[src/rtl/keypad_pkg.sv]
// Shared keypad scan codes, operator encodings, key classes and entry FSM states.
package keypad_pkg;

    localparam logic [7:0] KP_0     = 8'h70;
    localparam logic [7:0] KP_1     = 8'h69;
    localparam logic [7:0] KP_2     = 8'h72;
    localparam logic [7:0] KP_3     = 8'h7A;
    localparam logic [7:0] KP_4     = 8'h6B;
    localparam logic [7:0] KP_5     = 8'h73;
    localparam logic [7:0] KP_6     = 8'h74;
    localparam logic [7:0] KP_7     = 8'h6C;
    localparam logic [7:0] KP_8     = 8'h75;
    localparam logic [7:0] KP_9     = 8'h7D;
    localparam logic [7:0] KP_PLUS  = 8'h79;
    localparam logic [7:0] KP_MINUS = 8'h7B;
    localparam logic [7:0] KP_STAR  = 8'h7C;
    localparam logic [7:0] KP_DOT   = 8'h71;

    localparam logic [1:0] OP_PLUS  = 2'd0;
    localparam logic [1:0] OP_MINUS = 2'd1;
    localparam logic [1:0] OP_MUL   = 2'd2;

    typedef enum logic [1:0] {DIGIT, OPER, CLEAR, IGNORE} key_class_e;

    typedef enum logic [1:0] {IDLE, DEBOUNCE, HELD, EMIT} state_e;

    typedef struct packed {
        key_class_e cls;
        logic [3:0] digit;
        logic [1:0] op;
    } key_decode_t;

    function automatic key_decode_t decode_key(input logic [7:0] code);
        key_decode_t d;
        // NOTE: every field gets a default first so no path leaves a field unassigned.
        d.cls   = IGNORE;
        d.digit = 4'd0;
        d.op    = OP_PLUS;
        case (code)
            KP_0:     begin d.cls = DIGIT; d.digit = 4'd0; end
            KP_1:     begin d.cls = DIGIT; d.digit = 4'd1; end
            KP_2:     begin d.cls = DIGIT; d.digit = 4'd2; end
            KP_3:     begin d.cls = DIGIT; d.digit = 4'd3; end
            KP_4:     begin d.cls = DIGIT; d.digit = 4'd4; end
            KP_5:     begin d.cls = DIGIT; d.digit = 4'd5; end
            KP_6:     begin d.cls = DIGIT; d.digit = 4'd6; end
            KP_7:     begin d.cls = DIGIT; d.digit = 4'd7; end
            KP_8:     begin d.cls = DIGIT; d.digit = 4'd8; end
            KP_9:     begin d.cls = DIGIT; d.digit = 4'd9; end
            KP_PLUS:  begin d.cls = OPER;  d.op = OP_PLUS;  end
            KP_MINUS: begin d.cls = OPER;  d.op = OP_MINUS; end
            KP_STAR:  begin d.cls = OPER;  d.op = OP_MUL;   end
            KP_DOT:   d.cls = CLEAR;
            default:  d.cls = IGNORE;
        endcase
        return d;
    endfunction

endpackage

[src/rtl/key_press_detect.sv]
// Debounces the key-code level and emits a one-cycle accept pulse per distinct press.
module key_press_detect
    import keypad_pkg::*;
#(
    parameter int STABLE_CYCLES = 2
) (
    input  logic       ck,
    input  logic       rst_n,
    input  logic [7:0] key_code,
    input  logic       freeze,
    output logic       accept,
    output logic [7:0] accept_code
);

    localparam logic [7:0] STABLE_CNT = 8'(STABLE_CYCLES);
    localparam bit         ONE_SHOT   = (STABLE_CYCLES == 1);

    state_e     state;
    logic [7:0] code;
    logic [7:0] cnt;
    logic [7:0] cnt_next;
    logic       key_down;
    logic       capture;
    logic       confirm;

    assign key_down = (key_code != 8'h00);
    assign cnt_next = cnt + 8'd1;
    assign capture  = key_down && ((state == IDLE) || (key_code != code));
    assign confirm  = (state == DEBOUNCE) && key_down && (key_code == code) && (cnt_next == STABLE_CNT);

    // Accept is combinational so the consumer registers its effect on the accepting edge itself.
    assign accept      = !freeze && ((capture && ONE_SHOT) || confirm);
    assign accept_code = key_code;

    always_ff @(posedge ck) begin
        // NOTE: non-blocking assignments keep every register sampling pre-edge values.
        if (!rst_n) begin
            state <= IDLE;
            code  <= 8'h00;
            cnt   <= 8'd0;
        end else if (!freeze) begin
            if (capture) begin
                code  <= key_code;
                cnt   <= 8'd1;
                state <= ONE_SHOT ? HELD : DEBOUNCE;
            end else if (!key_down) begin
                state <= IDLE;
            end else if (state == DEBOUNCE) begin
                cnt <= cnt_next;
                if (confirm) state <= HELD;
            end
        end
    end

endmodule

[src/rtl/keypad_entry_ctrl.sv]
// Turns debounced keypad presses into a BCD operand and hands it off with an operator.
module keypad_entry_ctrl
    import keypad_pkg::*;
#(
    parameter  int NDIGITS       = 4,
    parameter  int STABLE_CYCLES = 2,
    localparam int CW            = $clog2(NDIGITS + 1)
) (
    input  logic                 ck,
    input  logic                 rst_n,
    input  logic [7:0]           key_code_in,
    output logic [4*NDIGITS-1:0] entry_bcd,
    output logic [1:0]           entry_op,
    output logic                 entry_valid,
    input  logic                 entry_ready,
    output logic [4*NDIGITS-1:0] live_bcd,
    output logic [CW-1:0]        digit_count,
    output logic                 overflow
);

    localparam int            W          = 4 * NDIGITS;
    localparam logic [CW-1:0] MAX_DIGITS = CW'(NDIGITS);

    logic        accept;
    logic [7:0]  accept_code;
    key_decode_t dec;
    logic [W-1:0] shifted;

    // The detector is frozen while an entry is pending, so key activity during EMIT is dropped.
    key_press_detect #(.STABLE_CYCLES(STABLE_CYCLES)) u_detect (
        .ck          (ck),
        .rst_n       (rst_n),
        .key_code    (key_code_in),
        .freeze      (entry_valid),
        .accept      (accept),
        .accept_code (accept_code)
    );

    assign dec     = decode_key(accept_code);
    assign shifted = (live_bcd << 4) | W'(dec.digit);

    always_ff @(posedge ck) begin
        if (!rst_n) begin
            entry_bcd   <= '0;
            entry_op    <= OP_PLUS;
            entry_valid <= 1'b0;
            live_bcd    <= '0;
            digit_count <= '0;
            overflow    <= 1'b0;
        end else if (entry_valid) begin
            if (entry_ready) begin
                entry_valid <= 1'b0;
                live_bcd    <= '0;
                digit_count <= '0;
                overflow    <= 1'b0;
            end
        end else if (accept) begin
            case (dec.cls)
                DIGIT: begin
                    if (digit_count < MAX_DIGITS) begin
                        live_bcd    <= shifted;
                        digit_count <= digit_count + CW'(1);
                    end else begin
                        overflow <= 1'b1;
                    end
                end
                OPER: begin
                    entry_bcd   <= live_bcd;
                    entry_op    <= dec.op;
                    entry_valid <= 1'b1;
                end
                CLEAR: begin
                    live_bcd    <= '0;
                    digit_count <= '0;
                    overflow    <= 1'b0;
                end
                default: ;
            endcase
        end
    end

endmodule
[config.mk]
export PLATFORM = sky130hd
export DESIGN_NAME = keypad_entry_ctrl
export DESIGN_NICKNAME = d
export VERILOG_FILES = /design/src/rtl/keypad_pkg.sv /design/src/rtl/key_press_detect.sv /design/src/rtl/keypad_entry_ctrl.sv
export SDC_FILE = /design/constraint.sdc
export NUM_CORES = 1
export LEC_CHECK = 0
export ABC_AREA = 1
export CORE_ASPECT_RATIO = 2
export CORE_MARGIN = 2
export CORE_UTILIZATION = 47
export DETAILED_ROUTE_END_ITERATION = 16
export PLACE_DENSITY = 0.72
export SLEW_MARGIN = 20
export SYNTH_ARGS = -nofsm -noshare
export SYNTH_HDL_FRONTEND = slang
export SYNTH_SLANG_ARGS = --single-unit
[constraint.sdc]
create_clock -name ck -period 2.1 [get_ports ck]
set_input_delay 0.63 -clock ck [delete_from_list [all_inputs] [get_ports ck]]
set_output_delay 0.63 -clock ck [all_outputs]
set_load 0.005 [all_outputs]
; ---- Word level (Yosys, flattened, before mapping)
; Cells that the tools add are included.
; W data, S select, Z words.
[word_totals]
register_bits = 57
output_inout_bits = 39
word_cells = 90
[op_classes]
n_addsub = 2
n_lt_le_gt_ge = 1
eq_ne = 25
mux = 29
bitwise = 2
reduce_logical = 22
[op_table]
columns = cell, count
row1 = $eq A8 B7 Y1 const B, 14
row2 = $mux W16, 4
row3 = $pmux W4 S9, 1
row4 = $pmux W16 S2, 1
row5 = $mux W8, 3
row6 = $or A16 B4 Y16, 1
row7 = $mux W3, 4
row8 = $ne A3 B3 Y1 const B, 4
row9 = $reduce_or A10 Y1, 1
row10 = $reduce_and A3 Y1, 3
row11 = $add A8 B1 Y8 const B, 1
row12 = $eq A8 B2 Y1 const B, 1
row13 = $eq A8 B8 Y1, 1
row14 = $mux W1, 8
row15 = $mux W2, 4
row16 = $ne A8 B8 Y1, 1
row17 = $reduce_and A4 Y1, 2
row18 = $reduce_bool A8 Y1, 1
row19 = $pmux W2 S3, 1
row20 = $pmux W3 S2, 1
row21 = $reduce_bool A2 Y1, 3
row22 = $logic_and A1 B1 Y1, 5
row23 = $eq A2 B1 Y1 const B, 2
row24 = $logic_not A2 Y1, 2
row25 = other kinds (12), 12

; ---- Longest topological paths before layout
; Gate-level depths: netlist of run 1.
[depth]
depth_word = 8
mapped_depth = 14
ltp_nobuf = 13

; ---- Cells and area by module
; From an unflattened synthesis of run 1, not the netlist that was laid out.
[unflattened]
hier_cells = 510
area_unflattened_um2 = 3305.7
[by_module_without_submodules]
columns = module, n_inst, cells_each, area_per_inst_um2
row1 = keypad_entry_ctrl, 1, 300, 1961.9
row2 = key_press_detect, 1, 210, 1343.8

; ---- Worst setup path before layout of run 1
; OpenSTA, ideal clock, no wires.
[synth_timing]
path_type = input port to flip-flop
from = in key_code_in[2]
to = reg u_detect.code[0]
arrival_ps = 1812
path_slack_ps = 169
stages = 11
path_buffers = 2
path_cell_list = buf_4 xnor2_1 nand2_1 nor2_1 and2_1 o21ai_2 nand2_2 inv_1 buf_4 o21ai_0 a21oi_1
[synth_between]
elab_chain_len = 4
[synth_lines]
columns = item, line_no
row1 = start: declaration, keypad_entry_ctrl.sv:11  ; input logic [7:0] key_code_in,
row2 = $ne A8 B8 Y1, key_press_detect.sv:28  ; assign capture = key_down && ((state == IDLE) || (key_code != code));
row3 = $logic_or A1 B1 Y1, key_press_detect.sv:28
row4 = $logic_and A1 B1 Y1 (*), key_press_detect.sv:28
row5 = $reduce_and A2 Y1 (no source line) (*), -
row6 = end signal: assignment, key_press_detect.sv:43  ; code <= key_code;
row7 = end: declaration, key_press_detect.sv:19  ; logic [7:0] code;
; Mark *: on every way between the ends. The rest lies on a longest branch, timed or not.
; A chain may end at the register's enable or synchronous reset.

; ---- Worst setup path in the final report of run 1
[layout_timing]
from = in key_code_in[6]
to = reg digit_count[1]
[layout_between]
elab_chain_len = 7
[layout_lines]
columns = item, line_no
row1 = $eq A8 B7 Y1 / $reduce_bool A8 Y1 (equally long branches), "keypad_pkg.sv:39, key_press_detect.sv:26"
row2 = "$reduce_or A10 Y1 (no source line), or another cell as far along", -
row3 = $pmux W2 S3 / $logic_and A1 B1 Y1 (equally long branches), "keypad_pkg.sv:39, key_press_detect.sv:29"
row4 = "$eq A2 B2 Y1, or another cell as far along", keypad_entry_ctrl.sv:58  ; case (dec.cls)
row5 = $pmux W3 S2 / $logic_and A1 B1 Y1 (equally long branches), "keypad_entry_ctrl.sv:58, key_press_detect.sv:32"
row6 = $mux W3 / $reduce_bool A2 Y1 (equally long branches), -
row7 = $mux W3 / $reduce_and A4 Y1 (equally long branches), -
row8 = end signal: assignment, keypad_entry_ctrl.sv:62  ; digit_count <= digit_count + CW'(1);
row9 = end: declaration, keypad_entry_ctrl.sv:17  ; output logic [CW-1:0] digit_count,
; Several ways; a longest one is shown, not always the timed one. The select of a mux whose other input is x is not followed.

==> run summary, run 1 <==
core area: 6360 µm²
Initial Util: 0.487
vias per cell: 5.00
Post-DP Area: 3900 µm²
hold path depth: 2
pin count of the biggest net entering global routing: 35
# diodes: 0
Residual DRC: 0
IO buf count: 49
most common cell in the netlist: nand2_1
EDFF count, synth: 0
Flop pwr share: 0.401
insertion delay to the later sink of the worst-skew pair: 340 ps
max_cap viols: 0
internal power: 2.17 mW
Via Count: 3145
synthesized area per cell: 6.84 µm²
H-tree depth: 3
largest area contributor in the netlist: dfxtp_1
Hold Startpoint: u_detect.code[1]
synthesized cell area: 3100 µm²
Slew HR: 0.775
Max FO, Critical Path: 7
area share of the largest cell type after synthesis: 0.368
Area Growth Syn to Fin: 38.0%
placement row count: 41
Netlist cell types: 36
final instance area: 4280 µm²
R2R cell count: 12
CTS Hold Bufs: 0
synth cell count leaders: nand2_1 (119), nor2_1 (86), dfxtp_1 (57)
Power Density: 643 nW/µm²
I/O pins: 50
Iter 0 DRT Violations: 151
worst path cell trace: dlygate4sd2_1 > nand2_2 > nor2_4 > nand2_1 > nand2_1 > nor2_2 > nand2_2 > a31oi_4 > buf_4 > buf_16 > nand3_1 > nand2_1 > nor2_1
Worst EP required: 2330 ps
full die area: 7300 µm²
P_sw: 0.583 mW
reg-to-reg slack, setup: 180 ps
critical path's top delay family: simple AND/OR/NAND/NOR gates
# nets final: 552
synth top area cells: dfxtp_1 (37%), nand2_1 (14%), nor2_1 (10%)
Final Setup Violations: 0
Final Hold Vio Count: 0
pins over their slew limit: 0
crit end category: register
overflow left after global routing: 0
placer congestion estimate: 0.883
Fmax achieved: 501 MHz
Slew @ Worst Pin: 338 ps
Cells after Synth: 453
Worst Hold Path EP: u_detect.code[1]
RSZ-0062 raised after global routing: true
Final Cycle Share: 0.951
vias in the first global route: 3047
fraction of registers with async set/reset: 0
ys flop type: dfxtp_1
initial antenna violation count: 0
Die Y: 119 µm
outcome: finished, final reports clean
CTS Buffer Depth: 2
layout cell share with drive strength beyond 1: 0.204
Sw Share: 0.212
Tmin final: 2000 ps
Clock transition at path regs: 50 ps
CP bufs+invs: 3
worst min path class: register to register
worst r2r dst: live_bcd[11]
Routed wire per std cell: 12.5 µm
CTS root buffer: clkbuf_16
number of routed nets with antenna violations: 0
P_leak: 1.96 nW
skew final: 5.47 ps
worst reg2reg startpoint: u_detect.cnt[1]
max incr delay on CP: 270 ps
TritonCTS Sinks: 57
setup TNS: 0 ps
gr usage total: 0.237
Seq cells post-synth: 57
register area share after synthesis: 0.368
total CTS buffers: 9
DP Cell Count: 608
Comb pwr share: 0.052
Worst path most repeated cell: nand2_1
Crit Path Category: input port to register
die width: 61.4 µm
CTS tree: yes
post-synth net total: 467
drt total wl: 7870 µm
Tot Pwr: 2.75 mW
WP data arrival: 2230 ps
Non-Filler Instances: 629
maximum vdd drop: 0.492 mV
router iterations before antenna repair: 4
slowest CP cell: dlygate4sd2_1
yosys synthesis warning count: 0
crit start category: input port
Clk pwr share: 0.547
HPWL after DPL: 5570 µm
first-pass GRT wire length: 13100 µm
## worst min-delay path: cells and delay by family, from the launching register on
kind	cells	cell delay [ps]
buffers and inverters	1	60
flip-flops	1	310
AO/OA/AOI/OAI	1	50
## final cells by class
class / count / area [µm²]
flip-flops and latches: 57 / 1140
inverters: 46 / 173
clock buffers: 14 / 274
repair buffers: 92 / 876
well taps: 86 / 108
clock inverters: 2 / 35.0
fillers: 579 / 2080
multi-input cells: 332 / 1670
## cells by family (layout without fill, tap and decap cells)
kind of cell,Yosys count,in the layout,share of synthesized area
and+or+nand+nor,262,263,0.364
buffers and inverters,65,154,0.108
DFF,57,57,0.368
AOI/OAI and AO/OA,55,55,0.112
xor gates and xnor gates,11,11,0.0359
adders and majority gates,3,3,0.0121
## through the flow
step	utilization	hold slack (ps)	setup slack, ps
6_report	0.673	471	102
3_5_place_dp	0.613	461	-556
5_1_grt	0.673	496	-28.5
2_1_floorplan	-	444	169
3_3_place_gp	0.613	451	-501
4_1_cts	0.675	469	46.5
## power by group through the flow
stage          combinational, mW  sequential [mW]  clock, mW
6_report                   0.144             1.10       1.50
3_5_place_dp               0.149             1.12          0
5_1_grt                    0.164             1.10       1.56
4_1_cts                    0.147             1.10       1.52
3_3_place_gp               0.146             1.12          0
2_1_floorplan             0.0860             1.12          0
## what timing repair did
item	4_1_cts	5_1_grt
buffers inserted	2	1
pin swaps	3	4
endpoints found under the setup margin	56	49
hold endpoints to repair	0	0
gates cloned	2	0
resized for setup	14	18
## flip-flops by register name (all words and copies together) (netlist names)
| signal | count |
|---|---|
| entry_bcd | 16 |
| u_detect.cnt | 8 |
| u_detect.state | 2 |
| overflow | 1 |
| u_detect.code | 8 |
| entry_op | 2 |
| live_bcd | 16 |
| entry_valid | 1 |
| digit_count | 3 |
## layer usage
layer	wire length, µm	vias to the layer above	global-route usage
met4	297	0	0.125
li1	-	1594	-
met2	4510	68	0.441
met1	2780	1459	0.218
met5	0	-	0
met3	277	24	0.0586
## how the worst max path moves through the flow
stage                              start                to  slack (ps)  cells after the start
after floorplan           key_code_in[2]  u_detect.code[0]         170                     11
after CTS                 key_code_in[2]    digit_count[2]          50                     13
after global placement    key_code_in[2]       live_bcd[1]        -500                     12
final                     key_code_in[6]    digit_count[1]         100                     13
after detailed placement  key_code_in[0]      entry_bcd[8]        -560                     11
after global routing      key_code_in[6]       live_bcd[8]         -30                     13
## layout by cell type (no fill, tap or decap), types with 7 or more instances in the layout
cell,n
buf_4,35
clkbuf_16,9
nand2_2,8
nand2_1,118
clkbuf_2,7
a21oi_1,24
nand3_1,31
dfxtp_1,57
o21ai_0,10
nor2_1,82
a21oi_2,10
xnor2_1,7
nor2_2,8
clkdlybuf4s50_1,41
inv_1,40
(Power assumes the default switching activity.)
==> run 2: changes to the inputs <==
- CORE_MARGIN: 2 -> not set
==> run 2 against run 1 <==
Net effect:
- clock-buffer cell count fell by 3
- critical path depth is 1 lower
- core utilization up 0.41 points
- worst hold slack lost 3.5 ps
- via count down 1.7%
- total power up 3.0%
- final area rose by 0.61%
- combinational power rose by 9.7%
- global-route usage is 1.3 points higher
- critical path type unchanged
- largest cell class unchanged
- largest power group unchanged
- highest routed layer unchanged
==> run summary, run 2 (same netlist as run 1, synthesis figures left out) <==
outcome: finished, final reports clean
Final Setup Violations: 0 (unchanged)
insertion delay to the later sink of the worst-skew pair: 340 ps (about the same)
Worst EP required: 2320 ps (about the same)
Via Count: 3092 (-1.7%)
Routed wire per std cell: 12.7 µm (+1.3%)
Max FO, Critical Path: 11 (+4)
largest registers: entry_bcd (16), live_bcd (16)
# diodes: 0 (unchanged)
total CTS buffers: 9 (unchanged)
pin count of the biggest net entering global routing: 27 (-23%)
first-pass GRT wire length: 12900 µm (-1.3%)
drt total wl: 7870 µm (about the same)
skew final: 4.43 ps (-1.04 ps)
DP Cell Count: 597 (-1.8%)
Power Density: 658 nW/µm² (+2.4%)
CTS Buffer Depth: 2 (unchanged)
vias per cell: 4.98 (-0.42%)
die width: 59.4 µm (-3.3%)
Fmax achieved: 496 MHz (-0.82%)
placement row count: 41 (unchanged)
Reg area: 1140 µm² (+0.11%)
initial antenna violation count: 0 (unchanged)
TritonCTS Sinks: 57 (unchanged)
gr usage total: 0.251 (+0.0131)
layout cell share with drive strength beyond 1: 0.209 (+0.00493)
Area Growth Syn to Fin: 38.8%
WP data arrival: 2240 ps (about the same)
Slew @ Worst Pin: 445 ps (+107 ps)
final core utilization: 0.677 (+0.00413)
IO buf count: 49 (unchanged)
core area: 6360 µm² (unchanged)
Tmin final: 2010 ps (+16.6 ps)
Residual DRC: 0 (unchanged)
Die Y: 117 µm (-1.7%)
leading cell types in the layout, fill and taps excluded: nand2_1 (116), nor2_1 (78), dfxtp_1 (56)
area occupied by multi-input gates: 1710 µm² (+2.1%)
Non-Filler Instances: 621 (-1.3%)
full die area: 6940 µm² (-4.9%)
vias in the first global route: 3010 (-1.2%)
pins over their slew limit: 0 (unchanged)
Iter 0 DRT Violations: 140 (-7.3%)
placer congestion estimate: 0.939 (+6.3%)
CTS root buffer: clkbuf_16
Slew HR: 0.703 (-0.0713)
overflow left after global routing: 0 (unchanged)
Final Cycle Share: 0.959 (+0.00791)
P_leak: 1.98 nW (+0.83%)
setup TNS: 0 ps (unchanged)
Clock transition at path regs: 50 ps (about the same)
worst min path class: register to register
crit end category: register
I/O pins: 50 (unchanged)
RSZ-0062 raised after global routing: false
number of routed nets with antenna violations: 0 (unchanged)
max_cap viols: 0 (unchanged)
hold path depth: 2 (unchanged)
CTS tree: yes
maximum vdd drop: 0.585 mV (+19%)
R2R cell count: 12 (unchanged)
H-tree depth: 3 (unchanged)
crit start category: input port
Crit Path Category: input port to register
Initial Util: 0.487 (unchanged)
commonest non-fill, non-tap cell in the layout: nand2_1
number of fill cells: 560 (-3.3%)
HPWL after DPL: 5410 µm (-2.9%)
router iterations before antenna repair: 4 (unchanged)
# nets final: 544 (-1.4%)
Final Hold Vio Count: 0 (unchanged)
## run 2: cell count changes in the layout (fill, tap and decap cells not counted), moves of 3 or more
cell      change
buf_6         +3
nor2_1        -4
clkbuf_2      -3
buf_4        -10
## run 2: where the power goes
part / switching [mW] / internal [mW] / leakage, nW
Sequential: 0.00862 / 1.09 / 0.462
Combinational: 0.0921 / 0.0660 / 1.36
Clock: 0.505 / 1.07 / 0.159
Total: 0.605 / 2.23 / 1.98
## run 2: final cells by class
class | count | share of cell area
multi-input cells | 331 | 0.397
flip-flops and latches | 57 | 0.265
inverters | 46 | 0.0401
clock inverters | 5 | 0.0183
repair buffers | 85 | 0.198
well taps | 86 | 0.0250
clock buffers | 11 | 0.0564
## run 2: per-stage QoR
step / power [mW] / area, µm² / hold slack [ps] / setup WS (ps)
after CTS: 2.84 / 4240 / 467 / 33.7
after global placement: 1.27 / 3830 / 451 / -460
after global routing: 2.92 / 4300 / 504 / 2.24
after detailed placement: 1.27 / 3830 / 459 / -496
final: 2.83 / 4300 / 467 / 85.5
after floorplan: 1.21 / 3100 / 444 / 169
## run 2: final timing paths
kind / start / endpoint / slack, ps
setup / recovery: key_code_in[7] / live_bcd[12] / 90
hold / removal: u_detect.code[5] / u_detect.code[5] / 470
setup reg to reg: u_detect.cnt[1] / digit_count[1] / 170
hold reg to reg: u_detect.code[5] / u_detect.code[5] / 470
## run 2: routing by layer
| layer | wire, µm | global-route usage |
|---|---|---|
| met2 | 4430 | 0.447 |
| met5 | 0 | 0 |
| met4 | 350 | 0.189 |
| met1 | 2880 | 0.248 |
| met3 | 213 | 0.0440 |
## run 2: critical path: stages
cell and delay, ps:
dlygate4sd2_1 270, inv_2 100, nand2_4 70, nor2_4 150
nand2_1 120, nand2_2 110, nor2_4 50, nand2_2 80
a31oi_4 110, bufbuf_16 320, a21oi_1 150, nor2_1 70
## run 2: what timing repair did
item	CTS	global route
pin swaps	2	9
gates cloned	1	0
setup endpoints to repair	56	47
hold buffers	0	0
resized for setup	14	31
setup buffers	6	1
==> run 3: changes to the inputs <==
- CTS_CLUSTER_DIAMETER: not set -> 150
- REMOVE_ABC_BUFFERS: not set -> 1
==> run 3 against run 2 <==
Net effect:
- clock skew is 0.72 ps higher
- combinational power hardly changed
- wire length shrank 3.5%
- fmax fell by 1.2%
- via count is 1.8% lower
- final area grew 0.96%
- sequential cell count is the same
- total power down 3.0%
- clock power decreased by 5%
- critical path type unchanged
- largest power group unchanged
==> run summary, run 3 (same netlist as run 1, synthesis figures left out) <==
Worst path most repeated cell: nand2_2
Power Density: 632 nW/µm² (-3.9%)
Max FO, Critical Path: 9 (-2)
first-pass GRT wire length: 12200 µm (-5.5%)
worst path cell trace: clkdlybuf4s15_1 > buf_6 > inv_4 > nand2_1 > nor2_1 > nand2_2 > nand2_2 > nor2_2 > nand2_2 > a31oi_4 > buf_6 > bufbuf_16 > a21oi_4 > nor2_1
max incr delay on CP: 280 ps (-40 ps)
Via Count: 3035 (-1.8%)
final worst slack: 61.8 ps (-23.7 ps)
Non-Filler Instances: 618 (-0.48%)
gr usage total: 0.239 (-0.0111)
Routed wire per std cell: 12.3 µm (-3.0%)
largest registers: entry_bcd (16), live_bcd (16)
router iterations before antenna repair: 6 (+2)
TritonCTS Sinks: 57 (unchanged)
final core utilization: 0.683 (+0.00649)
CTS root buffer: clkbuf_16
overflow left after global routing: 0 (unchanged)
P_leak: 1.97 nW (-0.19%)
pins over their slew limit: 0 (unchanged)
full die area: 6940 µm² (unchanged)
dpl ws: -533 ps (-37.2 ps)
Tmin final: 2040 ps (+23.7 ps)
Iter 0 DRT Violations: 105 (-25%)
Reg area: 1140 µm² (+0.11%)
Area Growth Syn to Fin: 40.2%
worst min path class: register to register
pin count of the biggest net entering global routing: 34 (+26%)
slowest CP cell: bufbuf_16
CP bufs+invs: 5 (+2)
layout cell share with drive strength beyond 1: 0.218 (+0.00870)
number of fill cells: 580 (+3.6%)
final instance area: 4350 µm² (+0.96%)
Slew @ Worst Pin: 465 ps (+20.8 ps)
number of routed nets with antenna violations: 0 (unchanged)
Residual DRC: 0 (unchanged)
core area: 6360 µm² (unchanged)
HPWL after DPL: 4910 µm (-9.2%)
vias in the first global route: 2868 (-4.7%)
Final Hold Vio Count: 0 (unchanged)
outcome: finished, final reports clean
Fmax achieved: 491 MHz (-1.2%)
Post-DP Area: 3780 µm² (-1.3%)
maximum vdd drop: 0.464 mV (-21%)
Crit Path Category: input port to register
IO buf count: 49 (unchanged)
Slew HR: 0.689 (-0.0139)
Initial Util: 0.487 (unchanged)
Worst EP required: 2320 ps (about the same)
placement row count: 41 (unchanged)
max_cap viols: 0 (unchanged)
DP Cell Count: 592 (-0.84%)
area occupied by multi-input gates: 1740 µm² (+2.0%)
crit end category: register
# nets final: 541 (-0.55%)
drt total wl: 7600 µm (-3.5%)
WP data arrival: 2260 ps (+20 ps)
commonest non-fill, non-tap cell in the layout: nand2_1
Tot Pwr: 2.75 mW (-3.0%)
setup TNS: 0 ps (unchanged)
die width: 59.4 µm (unchanged)
Die Y: 117 µm (unchanged)
Clock transition at path regs: 50 ps (about the same)
CTS Buffer Depth: 2 (unchanged)
vias per cell: 4.91 (-1.4%)
placer congestion estimate: 0.920 (-2.0%)
leading cell types in the layout, fill and taps excluded: nand2_1 (111), nor2_1 (77), dfxtp_1 (55)
# diodes: 0 (unchanged)
insertion delay to the later sink of the worst-skew pair: 330 ps (about the same)
initial antenna violation count: 0 (unchanged)
Final Setup Violations: 0 (unchanged)
H-tree depth: 3 (unchanged)
CTS tree: yes
crit start category: input port
total CTS buffers: 9 (unchanged)
I/O pins: 50 (unchanged)
worst hold slack: 468 ps (+1.16 ps)
Final Cycle Share: 0.971 (+0.0113)
skew final: 5.15 ps (+0.718 ps)
critical path's top delay family: buffers and inverters
run 3: layer usage:
layer | vias up | global-route usage | part of all wire
li1 | 1565 | - | -
met1 | 1380 | 0.223 | 0.37
met2 | 70 | 0.440 | 0.56
met3 | 20 | 0.0626 | 0.030
met4 | 0 | 0.156 | 0.035
met5 | - | 0 | 0
run 3: path summary, 6_finish.rpt:
kind | from | endpoint | slack, ps | cells past startpoint
setup / recovery | key_code_in[2] | live_bcd[0] | 60 | 14
hold / removal | u_detect.code[1] | u_detect.code[1] | 470 | 2
setup reg to reg | u_detect.cnt[0] | live_bcd[5] | 80 | 12
hold reg to reg | u_detect.code[1] | u_detect.code[1] | 470 | 2
run 3: layout make-up:
type,count,area share
Inverter,46,0.0403
Sequential cell,57,0.263
Timing Repair Buffer,82,0.200
Clock inverter,2,0.00806
Clock buffer,14,0.0631
Tap cell,86,0.0248
Multi-Input combinational cell,331,0.401
run 3: what timing repair did:
action,4_1_cts,5_1_grt
gates resized for setup,19,36
pin swaps,5,13
cloned,3,1
hold endpoints to repair,0,0
setup buffers,4,2
endpoints found under the setup margin,53,40
hold buffers,0,0
run 3: where the power goes:
group          internal (mW)  switching, mW
combinational         0.0638         0.0915
clock                   1.01          0.477
sequential              1.10        0.00856
run 3: worst min-delay path: stages (launching register included):
cell	delay, ps
dfxtp_1	310
inv_1	60
a21oi_1	50
